[src/rtl/ultra_cmd_parser.sv]
// ASCII command parser for the ultrasonic parking unit: 'R'<digits><CR> sets the
// threshold of the selected channel, 'C'<digits><CR> selects a channel.
//   state     | meaning
//   ST_IDLE   | waiting for an 'R' or 'C' opcode, other bytes ignored
//   ST_DIGITS | frame open, accumulating decimal digits until CR
//   ST_FLUSH  | frame rejected, discarding bytes up to the next CR
module ultra_cmd_parser #(
  parameter int MAX_DIGITS   = 3,
  parameter int VAL_W        = 10,
  parameter int NUM_CH       = 4,
  parameter int CH_W         = 2,
  parameter int RESET_THRESH = 100
) (
  input  logic                      clk,
  input  logic                      reset,
  input  logic                      rx_valid,
  input  logic [7:0]                rx_data,
  output logic [NUM_CH*VAL_W-1:0]   thresh_flat,
  output logic [CH_W-1:0]           cur_ch,
  output logic                      cmd_done,
  output logic                      cmd_err,
  output logic                      busy
);

  localparam logic [1:0] ST_IDLE   = 2'd0;
  localparam logic [1:0] ST_DIGITS = 2'd1;
  localparam logic [1:0] ST_FLUSH  = 2'd2;

  localparam int AW = VAL_W + 4;
  localparam logic [AW-1:0] MAX_VAL  = AW'((64'd1 << VAL_W) - 64'd1);
  localparam logic [AW-1:0] CH_LIMIT = AW'(NUM_CH);
  localparam logic [2:0]    MAX_CNT  = 3'(MAX_DIGITS);

  localparam logic [7:0] CH_R  = 8'h52;
  localparam logic [7:0] CH_C  = 8'h43;
  localparam logic [7:0] CH_CR = 8'h0D;

  logic [1:0]       state, state_nxt;
  logic             op_c;
  logic [AW-1:0]    acc, acc_nxt;
  logic [2:0]       cnt;
  logic [VAL_W-1:0] thresh [NUM_CH];

  logic is_digit, start, take, commit_r, commit_c, err;

  assign is_digit = (rx_data >= 8'h30) && (rx_data <= 8'h39);
  // acc is bounded by MAX_VAL, so acc*10+9 always fits in AW bits
  assign acc_nxt  = (acc << 3) + (acc << 1) + {{(AW-4){1'b0}}, rx_data[3:0]};

  always_comb begin
    state_nxt = state;
    start     = 1'b0;
    take      = 1'b0;
    commit_r  = 1'b0;
    commit_c  = 1'b0;
    err       = 1'b0;
    case (state)
      ST_IDLE: begin
        if (rx_valid && (rx_data == CH_R || rx_data == CH_C)) begin
          start     = 1'b1;
          state_nxt = ST_DIGITS;
        end
      end
      ST_DIGITS: begin
        if (rx_valid) begin
          if (is_digit) begin
            if (cnt == MAX_CNT || acc_nxt > MAX_VAL) begin
              err       = 1'b1;
              state_nxt = ST_FLUSH;
            end else begin
              take = 1'b1;
            end
          end else if (rx_data == CH_CR) begin
            state_nxt = ST_IDLE;
            if (cnt == 3'd0)          err      = 1'b1;
            else if (!op_c)           commit_r = 1'b1;
            else if (acc < CH_LIMIT)  commit_c = 1'b1;
            else                      err      = 1'b1;
          end else begin
            err       = 1'b1;
            state_nxt = ST_FLUSH;
          end
        end
      end
      ST_FLUSH: begin
        if (rx_valid && rx_data == CH_CR) state_nxt = ST_IDLE;
      end
      default: state_nxt = ST_IDLE;
    endcase
  end

  always_ff @(posedge clk or negedge reset) begin
    if (!reset) begin
      state    <= ST_IDLE;
      op_c     <= 1'b0;
      acc      <= '0;
      cnt      <= 3'd0;
      cur_ch   <= '0;
      cmd_done <= 1'b0;
      cmd_err  <= 1'b0;
      for (int k = 0; k < NUM_CH; k++) thresh[k] <= VAL_W'(RESET_THRESH);
    end else begin
      state    <= state_nxt;
      cmd_done <= commit_r | commit_c;
      cmd_err  <= err;
      if (start) begin
        op_c <= (rx_data == CH_C);
        acc  <= '0;
        cnt  <= 3'd0;
      end else if (take) begin
        acc <= acc_nxt;
        cnt <= cnt + 3'd1;
      end
      if (commit_c) cur_ch <= acc[CH_W-1:0];
      for (int k = 0; k < NUM_CH; k++) begin
        if (commit_r && cur_ch == CH_W'(k)) thresh[k] <= acc[VAL_W-1:0];
      end
    end
  end

  for (genvar g = 0; g < NUM_CH; g++) begin : g_flat
    assign thresh_flat[g*VAL_W +: VAL_W] = thresh[g];
  end

  assign busy = (state != ST_IDLE);

endmodule

[config.mk]
export PLATFORM = sky130hd
export DESIGN_NAME = ultra_cmd_parser
export DESIGN_NICKNAME = d
export VERILOG_FILES = /design/src/rtl/ultra_cmd_parser.sv
export SDC_FILE = /design/constraint.sdc
export NUM_CORES = 1
export LEC_CHECK = 0
export CAP_MARGIN = 15
export CORE_ASPECT_RATIO = 1.4
export CORE_MARGIN = 2
export CORE_UTILIZATION = 35
export CTS_BUF_LIST = sky130_fd_sc_hd__clkbuf_4 sky130_fd_sc_hd__clkbuf_8
export DETAILED_ROUTE_END_ITERATION = 8
export HOLD_SLACK_MARGIN = 0.06
export SYNTH_ARGS = -nofsm -noshare
export SYNTH_HDL_FRONTEND = slang
export SYNTH_SLANG_ARGS = --single-unit
[constraint.sdc]
create_clock -name clk -period 2.8 [get_ports clk]
set_input_delay 0.84 -clock clk [delete_from_list [all_inputs] [get_ports clk]]
set_output_delay 0.84 -clock clk [all_outputs]
set_load 0.005 [all_outputs]
## After elaboration in Yosys (flattened, before gate mapping)

Index checks and enable logic that the tools add are counted.

| storage, ports and cells | value |
|---|---|
| register bits after elaboration | 64 |
| output and inout port bits | 45 |
| logic and storage cells | 85 |

| operators by class | value |
|---|---|
| add/sub/neg operators | 3 |
| $lt $le $gt $ge | 4 |
| equality and inequality tests | 13 |
| muxes and demuxes | 38 |
| bitwise operators | 1 |
| reductions and logical operators | 15 |

Operator list:

| operator | count |
|---|---|
| $mux 14 | 2 |
| $mux 1 | 27 |
| $eq 8x7->1 const B | 2 |
| $add 14x14->14 | 1 |
| $add 14x4->14 | 1 |
| $gt 14x10->1 const B | 1 |
| $lt 14x3->1 const B | 1 |
| $mux 2 | 6 |
| $eq 8x4->1 const B | 1 |
| $ge 8x6->1 const B | 1 |
| $le 8x6->1 const B | 1 |
| $logic_and 1x1->1 | 7 |
| $eq 2x2->1 const B | 3 |
| $mux 3 | 2 |
| $ne 2x2->1 const B | 3 |
| $pmux 2 s3 | 1 |
| $eq 2x1->1 const B | 2 |
| $logic_not 2->1 | 2 |
| $reduce_and 4->1 | 1 |
| $reduce_bool 2->1 | 2 |
| $add 3x1->3 const B | 1 |
| $eq 3x2->1 const B | 1 |
| $logic_not 3->1 | 1 |
| $ne 3x3->1 const B | 1 |
| 2 further kinds | 3 |

## Depth between registers and ports, before layout

Gate-level depths: netlist of the first run.

| depth | value |
|---|---|
| word-level depth | 10 |
| gate-level depth with buffers | 12 |

## Worst setup path after synthesis of the first run

No wires, ideal clock.

| timing path | value |
|---|---|
| path type | input to register |
| start point | input rx_data[3] |
| end point | register acc[2] |
| library setup time | 0.125 ns |
| data arrival time | 3.305 ns |
| data required time | 2.675 ns |
| setup slack | -0.630 ns |
| cell stages on the path | 10 |
| path buffers | 0 |
| path through | inv_1 > fa_1 > fa_1 > nor2b_1 > o211ai_1 > a31o_2 > or3_1 > and3_4 > nand3_4 > mux2_2 |

| between the ends | value |
|---|---|
| cells in the longest elaborated chain, start to end | 8 |

Ends and longest elaborated chain:

| element | RTL line | text |
|---|---|---|
| from (decl) | 17 | `input logic [7:0] rx_data,` |
| $add 14x4->14 | 48 | `assign acc_nxt = (acc << 3) + (acc << 1) + {{(AW-4){1'b0}}, rx_data[3:0]};` |
| $gt 14x10->1 | 67 | `if (cnt == MAX_CNT \|\| acc_nxt > MAX_VAL) begin` |
| $logic_or 1x1->1 | 67 |  |
| $mux 1 | 67 |  |
| $mux 1 | 66 | `if (is_digit) begin` |
| $mux 1 | 65 | `if (rx_valid) begin` |
| $mux 1 | 57 | `case (state)` |
| $reduce_bool 2->1 (no line) | - |  |
| to (signal assigned) | 111 | `acc <= acc_nxt;` |
| to (decl) | 40 | `logic [AW-1:0] acc, acc_nxt;` |

Several ways; a longest one is shown, not always the timed one.
A chain may end at the register's enable or synchronous reset.

## Worst setup path after layout of the first run

| timing path | value |
|---|---|
| start point | input rx_data[3] |
| end point | register cnt[1] |

| between the ends | value |
|---|---|
| cells in the longest elaborated chain, start to end | 8 |

Ends and longest elaborated chain:

| element | RTL line | text |
|---|---|---|
| $add 14x4->14 | 48 |  |
| $gt 14x10->1 | 67 |  |
| $logic_or 1x1->1 | 67 |  |
| $mux 1 | 67 |  |
| $mux 1 | 66 |  |
| $mux 1 | 65 |  |
| $mux 1 | 57 |  |
| $reduce_bool 2->1 (no line) | - |  |
| to (signal assigned) | 112 | `cnt <= cnt + 3'd1;` |
| to (decl) | 41 | `logic [2:0] cnt;` |

Several ways; a longest one is shown, not always the timed one.

==> reports/results.ini, run 1 <==
[status]
status=finished, violations left
violations=setup timing

[logic_synthesis]
synth_area_leaders=dfrtp_1, mux2_2, dfstp_2, ha_1, mux2i_1
synth.distinct_cells=52
synth.net_count=325
synth-seq-cells=64
post-synth-top-count-cell=dfrtp_1
synth_area_mm2=0.00345
synth_ff_type=dfrtp_1
syn_avg_cell_area_um2=12.0
yosysTopAreaCellShare_pct=37.8
post-synth-top-area-cell=dfrtp_1
yosysWarnings=0
synthCells=287
yosysSeqAreaShare_pct=46.9
ys_async_sr_fraction_pct=100
synth_edf_count=0
synth_common_cells=dfrtp_1, mux2_2, ha_1

[pwr]
p_leak_uw=0.00237
p_per_area_mw_per_mm2=350
total_power_uw=1710
irDropWorstVdd_mv=0.192

[timing]
hold_viol=0
fin_skew_ns=0.00609
max_slew.worst_pin.slew_ns=0.665
setup_ws_ns=-0.213
fin_crit_sh_pct=108
fmax_mhz=332
max_slew_margin_pct=55.7
setup_viol=20
rsz0062_at_grt=true
final_max_slew_viol_count=0
fin_crit_ns=3.01

[clocking]
path_clk_slew_ns=0.07
cts_buffer_depth=2
cts_max_level=3
cts_sinks=64
cts_root_buf=clkbuf_8
cts_buffers=9
cts_tree=yes
clk_latency_ns=0.35
ctsHoldBuffers=0

[global_route]
overflow=0
grt_pass1_wl_um=13700
grtUsageTotal_pct=17.1
antenna_found_initial=0
grt_pass1_vias=2755
grt_max_degree=31

[floorplan]
fp.dieW_um=87.9
core_mm2=0.00951
die_area_mm2=0.0107
die_h_um=121
initial_core_util_pct=36.2
pin_count=56
rows=42

[drt]
first_iter_violations=104
wirelength_um=8380
drcViolationCount=0
detail-route-antenna-nets=0
vias=2692
dr.pass1.iters=4
routedWlPerCell_um=15.5
via_per_inst=4.99

[layout]
area_growth_pct=41.6
instances_no_fill=540
drive_gt1_share_pct=40.0
antenna_cells=0
fillCellCount=866
fin_nets=441

[place]
gp_congestion=0.807
portBuffers=55
hpwl_um=6430
preCtsSetupSlack_ns=-1.15
dp_cells=521

[setup_path]
end_kind=flip-flop
crit_path_start=rx_data[3]
timing.rr.start=acc[2]
arrival_ns=3.25
worst_ep_required_time_ns=3.04
cp-start-kind=input pin
critical_path_class=input pin to flip-flop
path_max_fanout=5

[run]
max_cap_viol_count=0

[hold_path]
worstHoldStart=op_c
worstHoldPathType=flip-flop to flip-flop

==> repair_timing <==
item / in CTS / in global routing
cloned: 0 / 0
gates resized for setup: 19 / 13
buffers inserted: 3 / 0
setup endpoints to repair: 20 / 28
pin swaps: 10 / 9
==> flip-flops by register name, summed over array words and instances, names as in the netlist <==
signal       count
acc             14
cur_ch           2
state            2
cnt              3
cmd_err          1
op_c             1
cmd_done         1
thresh_flat     40
==> worst max-delay path, cell delays in order <==
cell	delay (ns)
buf_8	0.09
inv_8	0.03
fa_2	0.59
inv_1	0.07
ha_4	0.27
a211oi_2	0.06
o21bai_2	0.21
a21oi_4	0.10
a2111o_1	0.38
and4_4	0.19
nand3_4	0.11
mux2_4	0.31
==> worst paths after layout <==
path                            cells after the start               to  slack, ns
min in group asynchronous                           1          cmd_err       0.52
max in group asynchronous                           2  thresh_flat[25]       1.49
worst max register to register                     10           cnt[1]      -0.06
worst min-delay path                                1         cmd_done       0.50
worst min register to register                      1         cmd_done       0.50
worst max-delay path                               12           cnt[1]      -0.21
==> cells by family after synthesis <==
| group | after synthesis | share of synthesized area, % |
|---|---|---|
| buffers and inverters | 22 | 2.69 |
| xor gates and xnor gates | 10 | 2.54 |
| and+or+nand+nor | 67 | 11.3 |
| muxes | 54 | 17.3 |
| adders and majority gates | 27 | 10.2 |
| DFF | 64 | 46.9 |
| AOI/OAI and AO/OA | 43 | 9.08 |
==> metal layers <==
metal	global-route usage (%)	part of all wire, %	vias up
met5	0	0	-
met2	29.5	53	44
li1	-	-	1284
met3	3.54	2.9	12
met4	7.50	2.0	0
met1	20.2	42	1352
==> power breakdown <==
| group | total (uW) | switching (uW) | internal, uW |
|---|---|---|---|
| registers | 928 | 1.12 | 926 |
| logic | 78.3 | 42.3 | 36.0 |
| clock network | 702 | 382 | 320 |
==> per-stage QoR <==
step	hold WS [ns]	TNS, ns	util, %	cell area (um2)
3_3_place_gp	0.481	-25.05	48.3	4590
5_1_grt	0.511	-5.20	51.3	4880
4_1_cts	0.491	-4.03	50.6	4810
3_5_place_dp	0.478	-27.82	48.3	4590
6_report	0.500	-3.53	51.3	4880
2_1_floorplan	0.463	-5.98	-	3500
==> layout by cell type (no fill, tap or decap), types with 3 or more instances in the layout <==
master,netlist,final
or4_1,3,3
clkbuf_8,0,9
ha_4,0,3
inv_1,16,14
o31ai_2,0,3
and3_1,5,5
xor2_1,6,6
nand4_1,5,5
buf_4,0,54
clkdlybuf4s50_1,0,51
nand3_1,8,8
xnor2_1,4,3
mux2i_1,10,10
nand2_1,16,16
dfrtp_1,52,52
dfstp_2,12,12
nor2_1,8,7
nor4_1,5,4
nor3b_1,3,3
mux2_2,43,42
ha_1,25,21
o21ai_0,5,5
a21oi_1,10,10
clkinv_2,0,3
a21o_1,6,6
==> area by class of cell <==
| cell class | instances | area [um2] | area share [%] |
|---|---|---|---|
| multi-input combinational | 201 | 1880 | 38.5 |
| clock buffer | 9 | 124 | 2.54 |
| sequential | 64 | 1620 | 33.1 |
| timing repair buffer | 111 | 977 | 20.0 |
| tap | 132 | 165 | 3.39 |
| inverter | 16 | 67.6 | 1.38 |
| clock inverter | 7 | 47.5 | 0.975 |
Note: power is estimated with default switching activity, not from simulation.
==> inputs of run 2 (changes only) <==
--- a/config.mk
+++ b/config.mk
@@ -11,4 +11,5 @@
 export CORE_UTILIZATION = 35
 export CTS_BUF_LIST = sky130_fd_sc_hd__clkbuf_4 sky130_fd_sc_hd__clkbuf_8
+export CTS_CLUSTER_DIAMETER = 150
 export DETAILED_ROUTE_END_ITERATION = 8
 export HOLD_SLACK_MARGIN = 0.06
==> constraint.sdc (replaced) <==
create_clock -name clk -period 3.65 [get_ports clk]
set_input_delay 0.73 -clock clk [delete_from_list [all_inputs] [get_ports clk]]
set_output_delay 0.73 -clock clk [all_outputs]
set_load 0.005 [all_outputs]
==> reports/results.ini, run 2 (synthesized netlist as in run 1, its figures left out) <==
[status]
status=complete, no violations

[floorplan]
initial_core_util_pct=36.2
die_area_mm2=0.0107
die_h_um=121
rows=42
fp.dieW_um=87.9
pin_count=56
core_mm2=0.00951

[setup_path]
critical_path_class=input pin to flip-flop
max_stage_delay_ns=0.45
worst_ep_required_time_ns=3.88
path_max_fanout=9
end_kind=flip-flop
worstReg2RegEnd=acc[2]
arrival_ns=3.63
r2r_setup_slack_ns=0.47
cp-start-kind=input pin
timing.rr.start=acc[0]
slowest_stage=clkdlybuf4s50_1
cp_cell_sequence=clkdlybuf4s50_1 -> ha_1 -> ha_1 -> inv_1 -> fa_2 -> nor2b_2 -> o211ai_1 -> a31o_2 -> or3_1 -> and3_4 -> nand3_4 -> mux2_2
rr_worst_depth=10
path_common_cell=ha_1

[layout]
drive_gt1_share_pct=28.7
final_cell_mix=clkdlybuf4s50_1, dfrtp_1, mux2_2
antenna_cells=0
largest_reg_flops=40
multiInputGateArea_mm2=0.00175
fin_nets=406
fillCellCount=902
layout_commonest_cell=clkdlybuf4s50_1
final-seq-area_mm2=0.00162
area_growth_pct=31.3
final_cell_area_mm2=0.00453

[clocking]
cts_buffers=9
ctsHoldBuffers=0
cts_root_buf=clkbuf_8
cts_tree=yes
cts_max_level=3
cts_buffer_depth=2
path_clk_slew_ns=0.07
clk_latency_ns=0.34
cts_sinks=64

[run]
max_cap_viol_count=0

[timing]
fin_crit_sh_pct=93.1
max_slew.worst_pin.slew_ns=0.587
hold_viol=0
fin_crit_ns=3.40
max_slew_margin_pct=60.9
fin_hold_ws_ns=0.378
final_max_slew_viol_count=0
setup_viol=0
rsz0062_at_grt=false
fmax_mhz=294
fin_skew_ns=0.00538

[global_route]
grt_pass1_vias=2462
grt_max_degree=28
overflow=0
antenna_found_initial=0
grt_pass1_wl_um=12600
grtUsageTotal_pct=15.8

[place]
gp_congestion=0.841
hpwl_um=5960
place_area_mm2=0.00427
portBuffers=55

[pwr]
p_per_area_mw_per_mm2=317
irDropWorstVdd_mv=0.153
p_leak_uw=0.00219

[drt]
via_per_inst=4.97
first_iter_violations=83
dr.pass1.iters=5
vias=2509
wirelength_um=7900
routedWlPerCell_um=15.6
drcViolationCount=0
detail-route-antenna-nets=0

[hold_path]
worstHoldPathType=input pin to async pin

## run 2: cell count changes in the layout (fill, tap and decap cells not counted), moves of 3 or more
cell / before / now
o31ai_2: 3 / 0
o31ai_1: 0 / 3
ha_1: 21 / 25
buf_4: 54 / 20
ha_4: 3 / 0
## run 2: per-layer routing
| metal | track usage, % | vias up | routed length, um |
|---|---|---|---|
| li1 | - | 1220 | - |
| met1 | 19.1 | 1229 | 3320 |
| met2 | 26.2 | 50 | 4220 |
| met3 | 3.13 | 10 | 191 |
| met4 | 7.79 | 0 | 164 |
| met5 | 0 | - | 0 |
## run 2: per-stage QoR
| stage | setup TNS (ns) | util [%] | setup WS (ns) | total power, uW | instances |
|---|---|---|---|---|---|
| after floorplan | 0 | - | 0.330 | 738 | 287 |
| after global placement | -4.76 | 44.9 | -0.327 | 774 | 488 |
| after detailed placement | -6.24 | 44.9 | -0.400 | 775 | 488 |
| after CTS | 0 | 47.3 | 0.0252 | 1460 | 504 |
| after global routing | 0 | 47.6 | 0.128 | 1500 | 505 |
| final | 0 | 47.6 | 0.252 | 1430 | 505 |
## run 2: power breakdown
part	total [uW]	switching (uW)	internal [uW]
clock	673	274	399
combinational	49.7	28.4	21.3
sequential	712	0.835	711
## run 2: final cells by class
cell class / instances / share of cell area (%)
Clock inverter: 6 / 1.82
Sequential cell: 64 / 35.7
Inverter: 16 / 1.33
Multi-Input combinational cell: 201 / 38.8
Clock buffer: 10 / 3.04
Timing Repair Buffer: 76 / 15.7
Tap cell: 132 / 3.65
## run 2: timing repair
action                     in CTS  in global routing
setup endpoints to repair       7                 18
hold endpoints to repair        0                  0
buffers inserted                0                  1
resized for setup               0                  7
pin swaps                       1                  2
## run 2: critical path: cells and delay by family
family,cells,cell delay [ns]
muxes,1,0.35
AOI/OAI and AO/OA,2,0.40
buffers and inverters,2,0.51
and+or+nand+nor,4,0.80
adders and majority gates,3,0.83
## run 2: worst max path at each step
stage	cells after the start	endpoint	start	slack, ns
floorplan	10	acc[2]	rx_data[3]	0.33
global placement	11	acc[2]	rx_data[3]	-0.33
detailed placement	12	acc[6]	rx_data[3]	-0.40
CTS	12	acc[6]	rx_data[3]	0.03
global route	12	acc[2]	rx_data[2]	0.13
finish	12	acc[2]	rx_data[2]	0.25
==> inputs of run 3 (changes only) <==
- CORE_ASPECT_RATIO: 1.4 -> default
- HOLD_SLACK_MARGIN: 0.06 -> 0.02
==> reports/results.ini, run 3 (synthesized netlist as in run 1, its figures left out) <==
[setup_path]
critical_path_class=input pin to flip-flop
cp_cell_sequence=clkdlybuf4s50_1 -> inv_1 -> fa_1 -> fa_2 -> nor2b_2 -> o211ai_1 -> a31o_2 -> or3_1 -> and3_4 -> nand3_4 -> buf_6 -> mux2i_1
max_stage_delay_ns=0.49
path_max_fanout=8
end_kind=flip-flop
cp-start-kind=input pin
worst_ep_required_time_ns=3.91
arrival_ns=3.76
slowest_stage=clkdlybuf4s50_1

[place]
dp_cells=485
portBuffers=55
hpwl_um=5760
gp_congestion=0.816

[pwr]
p_per_area_mw_per_mm2=312
irDropWorstVdd_mv=0.182
p_leak_uw=0.00215

[drt]
vias=2521
drcViolationCount=0
wirelength_um=7930
first_iter_violations=98
via_per_inst=5.03
dr.pass1.iters=4
detail-route-antenna-nets=0
routedWlPerCell_um=15.8

[hold_path]
worstHoldPathType=flip-flop to flip-flop

[layout]
drive_gt1_share_pct=27.4
layout_commonest_cell=clkdlybuf4s50_1
largest_reg_flops=40
fin_nets=401
antenna_cells=0
instances_no_fill=501
fillCellCount=901
area_growth_pct=29.7
final_cell_mix=clkdlybuf4s50_1, dfrtp_1, mux2_2

[timing]
max_slew_margin_pct=37.3
finalSetupTns_ns=0
final_max_slew_viol_count=0
rsz0062_at_grt=false
hold_viol=0
max_slew.worst_pin.slew_ns=0.940
fin_crit_ns=3.50
fin_skew_ns=0.0120
setup_viol=0
fmax_mhz=286
fin_crit_sh_pct=95.9

[global_route]
grt_pass1_wl_um=12900
grt_pass1_vias=2498
overflow=0
antenna_found_initial=0
grtUsageTotal_pct=15.9
grt_max_degree=43

[floorplan]
die_area_mm2=0.0107
rows=36
fp.dieW_um=103
die_h_um=103
initial_core_util_pct=35.6
core_mm2=0.00968
pin_count=56

[clocking]
cts_buffers=9
path_clk_slew_ns=0.08
cts_root_buf=clkbuf_8
ctsHoldBuffers=0
cts_tree=yes
cts_buffer_depth=2
cts_max_level=3
cts_sinks=64
clk_latency_ns=0.34

[status]
status=complete, no violations

[run]
max_cap_viol_count=0

-- run 3: cell count changes in the layout (fill, tap and decap cells not counted), sizes merged --
cell | before | now
clkinvlp | 1 | 2
dlymetal6s2s | 1 | 0
bufinv | 2 | 1
clkdlybuf4s50 | 53 | 54
clkinv | 3 | 2
buf | 22 | 17
inv | 16 | 17
-- run 3: worst paths after layout --
path | start | endpoint | slack (ns) | cells after the start
worst min-delay path | thresh_flat[30] | thresh_flat[30] | 0.51 | 1
worst max-delay path | rx_data[3] | acc[6] | 0.15 | 12
min in group asynchronous | reset | thresh_flat[11] | 0.52 | 1
worst max register to register | acc[2] | acc[6] | 0.42 | 11
worst min register to register | thresh_flat[30] | thresh_flat[30] | 0.51 | 1
max in group asynchronous | reset | thresh_flat[6] | 2.21 | 2
-- run 3: per-stage QoR --
stage / utilization, % / setup slack [ns] / area [um2] / hold WS (ns) / total power, uW
after floorplan: - / 0.330 / 3450 / 0.434 / 738
after global placement: 43.8 / -0.277 / 4250 / 0.481 / 774
after detailed placement: 43.8 / -0.361 / 4250 / 0.494 / 775
after CTS: 46.0 / 0.0319 / 4450 / 0.510 / 1410
after global routing: 46.1 / 0.0200 / 4470 / 0.527 / 1450
final: 46.1 / 0.150 / 4470 / 0.509 / 1390
-- run 3: report_power, final --
group          switching [uW]  internal (uW)
Combinational            28.4           21.4
Clock                     296            336
Sequential              0.837            711
Total                     325           1070
-- run 3: timing repair --
action / CTS / global route
buffers inserted: 0 / 0
gates cloned: 0 / 0
endpoints found under the setup margin: 1 / 15
pin swaps: 0 / 2
resized for setup: 1 / 4
-- run 3: layout make-up --
cell class,instances,area [um2],area share (%)
multi-input combinational,201,1750,39.2
tap,133,166,3.72
clock buffer,10,138,3.08
clock inverter,6,67.6,1.51
timing repair buffer,71,669,15.0
sequential,64,1620,36.2
inverter,16,60.1,1.34
-- run 3: metal layers --
| metal | global-route usage (%) | up-vias | part of all wire, % |
|---|---|---|---|
| li1 | - | 1208 | - |
| met1 | 22.3 | 1256 | 48 |
| met2 | 24.6 | 45 | 47 |
| met3 | 3.90 | 12 | 3.3 |
| met4 | 4.66 | 0 | 1.6 |
| met5 | 0 | - | 0 |
-- run 3: critical path, delay by kind of cell --
kind            cells  cell delay [ns]
buf+inv             3             0.72
simple gates        4             0.82
compound gates      2             0.37
mux                 1             0.20
fa+ha+maj           2             0.91
